**src/rtl/poly_operand_loader.sv**
```systemverilog
// Word-serial operand loader for the polynomial register bank: streams A, B, M, M_prime_0 (mask-selected) onto the bank load port.
// Optional stall timeout enabled by defining POLY_LOADER_TIMEOUT_EN.
module poly_operand_loader #(
  parameter int WORD_WIDTH     = 17,
  parameter int N              = 5,
  parameter int S              = 4,
  parameter int TIMEOUT_CYCLES = 256
) (
  input  logic                  clock_i,
  input  logic                  reset_n_i,
  input  logic                  start_i,
  input  logic [3:0]            load_mask_i,
  input  logic [WORD_WIDTH-1:0] s_data_i,
  input  logic                  s_valid_i,
  output logic                  s_ready_o,
  output logic [1:0]            INPUT_reg_sel_o,
  output logic                  INPUT_reg_en_o,
  output logic [WORD_WIDTH-1:0] INPUT_reg_din_o,
  output logic                  busy_o,
  output logic                  done_o,
  output logic                  error_o
);

  // state | meaning
  // IDLE  | waiting for start_i
  // LOAD  | accepting stream words into the current register
  // DONE  | one-cycle done_o pulse, then back to IDLE

  localparam int CNT_W = $clog2(N*S);
  localparam logic [CNT_W-1:0] LAST_OP = CNT_W'(N*S-1);
  localparam logic [CNT_W-1:0] LAST_MP = CNT_W'(N-1);

  typedef enum logic [1:0] {IDLE, LOAD, DONE} state_t;

  state_t           state;
  logic [3:0]       rem_mask;
  logic [1:0]       cur_sel;
  logic [CNT_W-1:0] word_cnt;
  logic             beat;
  logic             last_word;
  logic [3:0]       rem_next;

  function automatic logic [1:0] lowest(input logic [3:0] m);
    if (m[0])      return 2'd0;
    else if (m[1]) return 2'd1;
    else if (m[2]) return 2'd2;
    else           return 2'd3;
  endfunction

  assign beat      = s_valid_i && s_ready_o;
  assign last_word = (word_cnt == ((cur_sel == 2'd3) ? LAST_MP : LAST_OP));
  assign rem_next  = rem_mask & ~(4'b0001 << cur_sel);

`ifdef POLY_LOADER_TIMEOUT_EN
  localparam int STALL_W = $clog2(TIMEOUT_CYCLES + 1);
  localparam logic [STALL_W-1:0] STALL_LAST = STALL_W'(TIMEOUT_CYCLES - 1);
  logic [STALL_W-1:0] stall_cnt;
`else
  logic timeout_unused;
  assign timeout_unused = (TIMEOUT_CYCLES > 0);
  assign error_o = 1'b0;
`endif

  always_ff @(posedge clock_i or negedge reset_n_i) begin
    if (!reset_n_i) begin
      state           <= IDLE;
      rem_mask        <= '0;
      cur_sel         <= '0;
      word_cnt        <= '0;
      s_ready_o       <= 1'b0;
      INPUT_reg_sel_o <= '0;
      INPUT_reg_en_o  <= 1'b0;
      INPUT_reg_din_o <= '0;
      busy_o          <= 1'b0;
      done_o          <= 1'b0;
`ifdef POLY_LOADER_TIMEOUT_EN
      stall_cnt       <= '0;
      error_o         <= 1'b0;
`endif
    end else begin
      INPUT_reg_en_o <= 1'b0;
      done_o         <= 1'b0;
`ifdef POLY_LOADER_TIMEOUT_EN
      error_o        <= 1'b0;
`endif
      case (state)
        IDLE: begin
          if (start_i) begin
            if (load_mask_i != 4'b0000) begin
              rem_mask  <= load_mask_i;
              cur_sel   <= lowest(load_mask_i);
              word_cnt  <= '0;
              state     <= LOAD;
              busy_o    <= 1'b1;
              s_ready_o <= 1'b1;
`ifdef POLY_LOADER_TIMEOUT_EN
              stall_cnt <= '0;
`endif
            end else begin
              state  <= DONE;
              done_o <= 1'b1;
            end
          end
        end
        LOAD: begin
          if (beat) begin
            INPUT_reg_en_o  <= 1'b1;
            INPUT_reg_sel_o <= cur_sel;
            INPUT_reg_din_o <= s_data_i;
`ifdef POLY_LOADER_TIMEOUT_EN
            stall_cnt <= '0;
`endif
            if (last_word) begin
              word_cnt <= '0;
              rem_mask <= rem_next;
              if (rem_next == 4'b0000) begin
                // final strobe and done_o land in the same cycle
                state     <= DONE;
                done_o    <= 1'b1;
                busy_o    <= 1'b0;
                s_ready_o <= 1'b0;
              end else begin
                cur_sel <= lowest(rem_next);
              end
            end else begin
              word_cnt <= word_cnt + 1'b1;
            end
          end
`ifdef POLY_LOADER_TIMEOUT_EN
          else if (stall_cnt == STALL_LAST) begin
            state     <= IDLE;
            error_o   <= 1'b1;
            busy_o    <= 1'b0;
            s_ready_o <= 1'b0;
            word_cnt  <= '0;
            rem_mask  <= '0;
            stall_cnt <= '0;
          end else begin
            stall_cnt <= stall_cnt + 1'b1;
          end
`endif
        end
        DONE: begin
          state <= IDLE;
        end
        default: begin
          state <= IDLE;
        end
      endcase
    end
  end

endmodule

```
**config.mk**
```make
export PLATFORM = sky130hd
export DESIGN_NAME = poly_operand_loader
export DESIGN_NICKNAME = d
export VERILOG_FILES = /design/src/rtl/poly_operand_loader.sv
export SDC_FILE = /design/constraint.sdc
export NUM_CORES = 1
export LEC_CHECK = 0
export CORE_MARGIN = 2
export CORE_UTILIZATION = 49
export CTS_BUF_LIST = sky130_fd_sc_hd__clkbuf_8
export DETAILED_ROUTE_END_ITERATION = 8
export GPL_TIMING_DRIVEN = 0
export PLACE_DENSITY = 0.82
export SKIP_LAST_GASP = 1
export SYNTH_ARGS = -nofsm -noshare
export SYNTH_HDL_FRONTEND = slang
export SYNTH_SLANG_ARGS = --single-unit
export TNS_END_PERCENT = 1
```
**constraint.sdc**
```tcl
create_clock -name clock_i -period 2.1 [get_ports clock_i]
set_input_delay 0.21 -clock clock_i [delete_from_list [all_inputs] [get_ports clock_i]]
set_output_delay 0.21 -clock clock_i [all_outputs]
set_load 0.01 [all_outputs]
```
== Word-level counts from Yosys, hierarchy flattened ==
Cells that the tools add are included.

* Register bits after elaboration: 35
* Bits of input ports: 25
* Word-level logic and storage cells: 76
* Output and inout port bits: 24

* Add/subtract/negate cells: 1
* Bitwise operators: 2
* Reductions and logical operators: 11
* Multiplexer cells: 43
* Shift operators: 1
* Equality and inequality tests: 9

{| class="wikitable"
|+ Operators with widths
! cell !! number
|-
| $mux W2 || 14
|-
| $mux W5 || 5
|-
| $mux W4 || 4
|-
| $mux W1 || 14
|-
| $ne A2 B2 Y1 const B || 6
|-
| $reduce_and A6 Y1 || 2
|-
| $pmux W5 S2 || 1
|-
| $pmux W2 S2 || 2
|-
| $pmux W4 S2 || 1
|-
| $reduce_and A4 Y1 || 2
|-
| $add A5 B1 Y5 const B || 1
|-
| $eq A5 B5 Y1 || 1
|-
| $reduce_and A5 Y1 || 1
|-
| $and A4 B4 Y4 || 1
|-
| $logic_not A4 Y1 || 1
|-
| $not A4 Y4 || 1
|-
| $pmux W1 S2 || 2
|-
| $reduce_bool A4 Y1 || 1
|-
| $shl A1 B2 Y4 const A || 1
|-
| $eq A2 B1 Y1 const B || 1
|-
| $eq A2 B2 Y1 const B || 1
|-
| $logic_not A2 Y1 || 1
|-
| $reduce_and A2 Y1 || 1
|-
| $reduce_bool A2 Y1 || 1
|-
| $logic_and A1 B1 Y1 || 1
|}

== Logic depth before layout (Yosys ltp) ==
Gate-level depths: netlist (run 1).

* Depth in word-level cells: 10
* Gate-level depth with buffers: 6
* Depth with buffers taken out: 5

== Worst setup path before layout (run 1) ==
OpenSTA, ideal clock, no wires.

* Kind: register to register
* Start: register word_cnt[1]
* End: register cur_sel[1]
* Stages on the path, launching flop included: 6
* Arrival: 1.617 ns
* Setup time: 0.125 ns
* Path buffers: 0
* Clock period less this slack: 1.742 ns
* Slack: 0.358 ns
* Data required time: 1.975 ns
* Path through: dfrtp_1 > or3b_1 > nor4_4 > o32ai_4 > nor2_2 > mux2_4

* Word-level cells in the longest chain between the ends: 3

{| class="wikitable"
|+ Ends and longest elaborated chain
! element !! RTL line !! text
|-
| from (decl) || 38 || <nowiki>logic [CNT_W-1:0] word_cnt;</nowiki>
|-
| from (signal assigned) || 126 || <nowiki>word_cnt <= word_cnt + 1'b1;</nowiki>
|-
| $eq A5 B5 Y1 || 51 || <nowiki>assign last_word = (word_cnt == ((cur_sel == 2'd3) ? LAST_MP : LAST_OP));</nowiki>
|-
| $ne A2 B2 Y1 (no line) || n/a ||
|-
| $reduce_and A6 Y1 (no line) || n/a ||
|-
| to (signal assigned) || 91 || <nowiki>cur_sel <= lowest(load_mask_i);</nowiki>
|-
| to (signal assigned) || 123 || <nowiki>cur_sel <= lowest(rem_next);</nowiki>
|-
| to (decl) || 37 || <nowiki>logic [1:0] cur_sel;</nowiki>
|}

No other way between the ends.
A chain may end at the register's enable or synchronous reset.

== Worst setup path after layout (run 1) ==
* Start: input load_mask_i[0]
* End: register cur_sel[1]

* Word-level cells in the longest chain between the ends: 4
* Elaborated cells on any way between the ends: 7
* Those cells by class: eq/ne (1); mux (4); reduce/logical (2)

{| class="wikitable"
|+ Ends and longest elaborated chain
! element !! RTL line !! text
|-
| from (decl) || 12 || <nowiki>input logic [3:0] load_mask_i,</nowiki>
|-
| $mux W2 || 44 || <nowiki>if (m[0]) return 2'd0;</nowiki>
|-
| $mux W2 || 89 || <nowiki>if (load_mask_i != 4'b0000) begin</nowiki>
|-
| $mux W2 || 88 || <nowiki>if (start_i) begin</nowiki>
|-
| $pmux W2 S2 || 86 || <nowiki>case (state)</nowiki>
|}

Several ways; a longest one is shown, not always the timed one. The select of a mux whose other input is x is not followed.

==> summary.md, run 1 <==
| Metric | Value |
|---|---|
| Required time worst endpoint | between 2 and 2.5 ns |
| WL final | approximately 3.6 mm |
| Share of layout cells above drive strength 1 | 9.62% |
| Worst Path Max Fanout | 6 |
| DRT Pass-1 Iters | 4 |
| FP Rows | 21 |
| Cts repair resizes | 0 |
| Slew headroom | 49.4% |
| Clock latency on the worst-skew pair | around 0.29 ns |
| Die width | approximately 63 um |
| Worst r2r src | state[0] |
| CTS tree | yes |
| First-pass GRT wire length | 6.64 mm |
| CTS Root Cell | clkbuf_8 |
| Largest cells by area after synthesis | dfrtp_1, nand2_1, a22o_1, nor2b_1, o21ai_0 |
| Leakage Power | around 0.0011 uW |
| Initial DRC Count | 85 |
| Die Span Y | between 60 and 70 um |
| H-tree levels | 2 |
| Vias post-DR | between 1,000 and 1,500 |
| Detail Placement HPWL | ~2.5 mm |
| Crit end category | flop |
| Reg2reg path depth | 5 |
| Core ar. | between 3000 and 4000 um^2 |
| Peak VDD IR | about 0.64 mV |
| Placed cell areas | roughly 2200 um^2 |
| Most numerous cell in the Yosys netlist | nand2_1 |
| Tot GR Track Use | between 20% and 30% |
| Gpl congestion | about 0.87 |
| Antenna Cells | 0 |
| Nets | 264 |
| Max_cap viols | 0 |
| WL per Instance | ~13 um |
| Post-DR vias/cell | between 5 and 6 |
| Failing checks | hold timing |
| Setup TNS | 0 ns |
| Most used DFF post-synth | dfrtp_1 |
| RSZ-0062 raised after global routing | no |
| CTS sink cnt | 35 |
| DRC | 0 |
| Yosys cell types | 46 |
| Post-synth EDFFs | 0 |
| Synth top area share | between 50% and 60% |
| Synth-to-layout area growth | 35.4% |
| Syn avg cell area | 9.29 um^2 |
| Hold Crit Class | in -> async |
| Status | finished with violations |
| Startpoint types | input port |
| Num ports | 49 |
| Ys async rst share | between 90% and 100% |
| Seq/Total Area, Yosys | about half |
| Die area | a little under 4000 um^2 |
| Post-Layout Inst Area | 2310 um^2 |
| Post-synth top area cell | dfrtp_1 |
| Synthesized instance count | 184 |
| DRT antenna net count | 0 |
| Clock Pin Slew Worst Setup and Hold Paths | 0.07 ns |
| Synth warnings | 0 |
| Most instantiated cells after synthesis | nand2_1, dfrtp_1, o21ai_0 |
| Mapped Area | roughly 1700 um^2 |
| Pwr Density | ~1100 nW/um^2 |
| Critical path arrival | about 2.1 ns |
| R2r endpoint | cur_sel[1] |
| Total Power | around 2600 uW |
| Actual slew at the worst max-slew pin | about 0.76 ns |
| Max-slew violations | 0 |
| Clk_skew | between 0.006 and 0.007 ns |
| #FFs+latches synth | 35 |
| Final Util | about 69% |
| Vias in the first global route | 1,473 |
| Post-CTS setup buffers | 0 |
| Hold_ws | -0.00859 ns |
| # port buffers | 47 |
| Fmax | 523 MHz |
| Initial antenna violation count | 0 |
| Starting Density | between 50 and 60% |
| Min Tclk post-route | ~1.9 ns |
| Finish-stage setup viols | 0 |
| Worst Setup Path Type | in -> reg |
| Reg-to-reg setup timing slack | ~0.22 ns |
| Final Cycle Share | a little over 90% |
| GRT overflow | 0 |
| Largest net degree at the start of global routing | 36 |
| Final hold vios | 18 |
| Layout fillers | around 270 |
| CTS buffer count | 5 |
| CTS Buffer Depth | 2 |
| Hold Buf Count CTS | 0 |
| Syn_nets | between 200 and 250 |
==> how the worst max path moves through the flow <==
stage | startpoint | end | slack (ns) | cells after the start
global route | state[0] | cur_sel[1] | 0.06 | 5
detailed placement | load_mask_i[0] | cur_sel[1] | -0.10 | 6
CTS | load_mask_i[0] | cur_sel[1] | 0.21 | 6
finish | load_mask_i[0] | cur_sel[1] | 0.19 | 6
global placement | load_mask_i[0] | cur_sel[1] | -0.1 | 6
floorplan | word_cnt[1] | cur_sel[1] | 0.36 | 5
==> stage by stage <==
stage / instances / setup slack (ns)
final: 285 / 0.188
after global routing: 285 / 0.0611
after CTS: 285 / 0.207
after detailed placement: 277 / -0.102
after global placement: 277 / -0.0996
after floorplan: 184 / 0.358
==> per-layer routing <==
layer | GRT usage (%) | part of all wire (%) | up-vias
li1 | - | - | 730
met1 | 28.6 | 47 | 680
met2 | 32.8 | 44 | 46
met3 | 6.61 | 7.4 | 6
met4 | 8.33 | 1.7 | 0
met5 | 0 | 0 | -
==> power breakdown <==
group / internal [uW] / switching [uW] / total, uW
combinational: 535 / 495 / 1030
clock: 223 / 236 / 458
sequential: 882 / 186 / 1070
==> cell usage in the layout (no fill, tap or decap), types with 2 or more instances in the layout <==
| cell | Yosys | final |
|---|---|---|
| buf_2 | 1 | 2 |
| clkbuf_8 | 0 | 5 |
| buf_4 | 3 | 3 |
| nand3_1 | 2 | 2 |
| a22o_1 | 5 | 5 |
| nor2b_1 | 5 | 5 |
| clkdlybuf4s50_1 | 0 | 46 |
| inv_1 | 4 | 6 |
| nor3_1 | 5 | 5 |
| nand2_1 | 69 | 69 |
| a21oi_1 | 5 | 5 |
| nor3b_1 | 2 | 2 |
| clkbuf_1 | 4 | 4 |
| nor2_1 | 4 | 4 |
| nand2b_1 | 2 | 2 |
| a21o_1 | 2 | 2 |
| dfrtp_1 | 35 | 35 |
| o21ai_0 | 6 | 6 |
==> state kept, by name (all words and copies together), names as in the netlist <==
signal	flops
rem_mask	4
INPUT_reg_din_o	17
word_cnt	5
INPUT_reg_sel_o	2
INPUT_reg_en_o	1
busy_o	1
done_o	1
state	2
cur_sel	2
==> cell type report <==
cell class                      count  area (um^2)  area share, %
Buffer                              9         52.6           2.27
Clock inverter                      3         12.5          0.541
Inverter                            4         15.0          0.649
Timing Repair Buffer               47          465           20.1
Sequential cell                    35          876           37.9
Clock buffer                        5         68.8           2.97
Multi-Input combinational cell    136          766           33.1
Tap cell                           46         57.6           2.49
==> worst max-delay path, cell delays in order <==
cell and delay (ns):
clkdlybuf4s50_1 0.50, or4_4 0.58, and2_4 0.20, o32ai_4 0.21
nor2_2 0.10, mux2_4 0.30
==> cell families after synthesis <==
kind of cell | share of synthesized area, %
AO/OA/AOI/OAI | 13.3
adder cells (fa/ha/maj) | 0.732
buffers and inverters | 3.95
flip-flops | 51.2
multiplexers | 1.46
other | 0.219
AND/OR/NAND/NOR | 29.1
Power figures use the tool's default switching activity.
==> run 2: changes to the inputs <==
--- a/config.mk
+++ b/config.mk
@@ -5,6 +5,7 @@
 export SDC_FILE = /design/constraint.sdc
 export NUM_CORES = 1
 export LEC_CHECK = 0
+export ABC_AREA = 0
 export CORE_MARGIN = 2
 export CORE_UTILIZATION = 49
 export CTS_BUF_LIST = sky130_fd_sc_hd__clkbuf_8
==> results of run 2 <==
No change in the layout: final DEF, timing and power equal those of run 1.
==> run 3: changes to the inputs <==
--- a/config.mk
+++ b/config.mk
@@ -6,7 +6,7 @@
 export NUM_CORES = 1
 export LEC_CHECK = 0
 export ABC_AREA = 0
-export CORE_MARGIN = 2
+export CORE_MARGIN = 10
 export CORE_UTILIZATION = 49
 export CTS_BUF_LIST = sky130_fd_sc_hd__clkbuf_8
 export DETAILED_ROUTE_END_ITERATION = 8
==> summary.md, run 3 (synthesized netlist as in run 1, its figures left out) <==
| Metric | Value |
|---|---|
| GRT overflow | 0 (unchanged) |
| Initial DRC Count | 93 (was 85) |
| Die Span Y | 79.1 um (was 63.1 um) |
| Pwr Density | 1120 nW/um^2 (was 1100 nW/um^2) |
| DRT antenna net count | 0 (unchanged) |
| Final Util | 69.0% (was 69.3%) |
| Post-Layout Inst Area | 2320 um^2 (was 2310 um^2) |
| Status | finished with violations (unchanged) |
| First-pass GRT wire length | 6.86 mm (was 6.64 mm) |
| Die area | 6250 um^2 (was 3980 um^2) |
| Final Cycle Share | 92.2% (was 91.0%) |
| Reg-to-reg setup timing slack | 0.21 ns (was 0.22 ns) |
| Placement Setup Slack | -0.111 ns (was -0.102 ns) |
| Number of flip-flops in the largest register | 17 (unchanged) |
| Sw Ratio | 35.8% (about the same) |
| GRT busiest layer | met2 (unchanged) |
| Num ports | 49 (unchanged) |
| Vias post-DR | 1,494 (was 1,462) |
| WL per Instance | 14.5 um (was 12.6 um) |
| Antenna Cells | 0 (unchanged) |
| R2r endpoint | cur_sel[1] (unchanged) |
| Starting Density | 50.8% (was 51.2%) |
| CTS buffer count | 5 (unchanged) |
| Met2 global-route usage | 20.6% (was 32.8%) |
| Die width | 79.1 um (was 63.1 um) |
| Slowest library cell on the worst path | or4_4 (unchanged) |
| Non-filler cells, final | 284 (was 285) |
| Leakage Power | 0.00105 uW (about the same) |
| Commonest non-fill, non-tap cell in the layout | nand2_1 (unchanged) |
| Max stage delay on crit path | 0.59 ns (was 0.58 ns) |
| H-tree levels | 2 (unchanged) |
| Sequential share of power | 41.0% (was 41.8%) |
| Met3 GRT Util | 6.87% (was 6.61%) |
| Largest net degree at the start of global routing | 36 (unchanged) |
| Hold Buf Count CTS | 0 (unchanged) |
| Clock power share | 18.8% (was 17.9%) |
| Share of layout cells above drive strength 1 | 10.1% (was 9.62%) |
| Actual slew at the worst max-slew pin | 0.759 ns (was 0.758 ns) |
| Initial antenna violation count | 0 (unchanged) |
| Worst Path Max Fanout | 6 (unchanged) |
| Slew headroom | 49.4% (about the same) |
| Peak VDD IR | 0.598 mV (was 0.642 mV) |
| Comb power frac | 40.2% (was 40.3%) |
| Clk_skew | 0.00619 ns (was 0.00607 ns) |
| Post-CTS setup buffers | 0 (unchanged) |
| Reg2reg path depth | 5 (unchanged) |
| Met1 Usage GRT | 16.1% (was 28.6%) |
| Clock latency on the worst-skew pair | 0.29 ns (about the same) |
| Fmax | 517 MHz (was 523 MHz) |
| Biggest register | INPUT_reg_din_o (unchanged) |
| Critical-path cell list | clkdlybuf4s50_1 > or4_4 > and2_4 > o32ai_4 > nor2_2 > mux2_4 (unchanged) |
| Clock Pin Slew Worst Setup and Hold Paths | 0.07 ns (about the same) |
| WL final | 4.12 mm (was 3.58 mm) |
| Finish-stage setup viols | 0 (unchanged) |
| Hold_ws | -0.00786 ns (was -0.00859 ns) |
| Critical path arrival | 2.11 ns (was 2.09 ns) |
| Vias in the first global route | 1,495 (was 1,473) |
| CTS Root Cell | clkbuf_8 (unchanged) |
| DP Cell Count | 277 (unchanged) |
| Core ar. | 3360 um^2 (was 3340 um^2) |
| Psw | 932 uW (was 916 uW) |
| Detail Placement HPWL | 3.01 mm (was 2.54 mm) |
| Worst Setup Path Type | in -> reg (unchanged) |
| Most frequent cells in the layout | nand2_1, clkdlybuf4s50_1, dfrtp_1, o21ai_0, clkbuf_8 (was nand2_1, clkdlybuf4s50_1, dfrtp_1, inv_1, o21ai_0) |
| Startpoint types | input port (unchanged) |
| Biggest regs | INPUT_reg_din_o: 17 flops, word_cnt: 5 flops, rem_mask: 4 flops (unchanged) |
| DRC | 0 (unchanged) |
| Max_cap viols | 0 (unchanged) |
| Min Tclk post-route | 1.94 ns (was 1.91 ns) |
| Hold Crit Class | in -> async (unchanged) |
| Post-DR vias/cell | 5.26 (was 5.13) |
| Cts repair resizes | 0 (unchanged) |
| # port buffers | 47 (unchanged) |
| Synth-to-layout area growth | 35.7% (was 35.4%) |
| RSZ-0062 raised after global routing | no (unchanged) |
| Crit end category | flop (unchanged) |
| Nets | 264 (unchanged) |
| Placed cell areas | 2230 um^2 (unchanged) |
| FP Rows | 21 (unchanged) |
| CTS sink cnt | 35 (unchanged) |
| Setup ws final | 0.164 ns (was 0.188 ns) |
| Gpl congestion | 0.884 (was 0.871) |
| Final hold vios | 18 (unchanged) |
| Required time worst endpoint | 2.28 ns (about the same) |
| Max-slew violations | 0 (unchanged) |
| CTS tree | yes (unchanged) |
| Worst r2r src | state[0] (unchanged) |
| Cell-internal power | 1670 uW (was 1640 uW) |
| Failing checks | hold timing (unchanged) |
| DRT Pass-1 Iters | 4 (unchanged) |
| CTS Buffer Depth | 2 (unchanged) |
| Tot GR Track Use | 13.8% (was 21.5%) |
-- run 3: cell types whose count changed in the layout (fill, tap and decap cells not counted) --
cell,delta
clkbuf_8,+1
inv_1,-2
-- run 3: worst max-delay path, delay by kind of cell --
kind	cells	cell delay [ns]
AOI/OAI and AO/OA	1	0.21
buffers and inverters	1	0.51
muxes	1	0.30
and+or+nand+nor	3	0.88
-- run 3: worst max-delay path by stage --
| stage | startpoint | to | slack [ns] | cells after the start |
|---|---|---|---|---|
| 6_report | load_mask_i[0] | cur_sel[1] | 0.16 | 6 |
| 5_1_grt | state[0] | cur_sel[1] | 0.08 | 5 |
| 4_1_cts | load_mask_i[0] | cur_sel[1] | 0.17 | 6 |
| 3_5_place_dp | load_mask_i[0] | cur_sel[1] | -0.11 | 6 |
| 3_3_place_gp | load_mask_i[0] | cur_sel[1] | -0.11 | 6 |
| 2_1_floorplan | word_cnt[1] | cur_sel[1] | 0.36 | 5 |
-- run 3: layer usage --
metal	vias up	routed length, um
met4	0	59
met3	5	401
met2	55	1940
met5	-	0
met1	705	1720
li1	729	-
-- run 3: layout make-up --
| cell class | count | area (um^2) |
|---|---|---|
| fill | 306 | 1040 |
| sequential | 35 | 876 |
| multi-input combinational | 136 | 766 |
| timing repair buffer | 47 | 465 |
| clock buffer | 6 | 82.6 |
| tap | 46 | 57.6 |
| buffer | 9 | 52.6 |
| inverter | 4 | 15.0 |
| clock inverter | 1 | 5.00 |
-- run 3: through the flow --
step                      setup TNS, ns  total power, uW
after floorplan                       0             1660
after global placement           -0.197             2100
after detailed placement         -0.261             2130
after CTS                             0             2630
after global routing                  0             2800
final                                 0             2600
-- run 3: power groups by stage --
stage                     Sequential (uW)  Combinational (uW)  Clock, uW
final                                1070                1050        489
after global routing                 1100                1180        529
after CTS                            1060                1060        498
after detailed placement             1080                1050          0
after global placement               1060                1040          0
after floorplan                      1100                 562          0
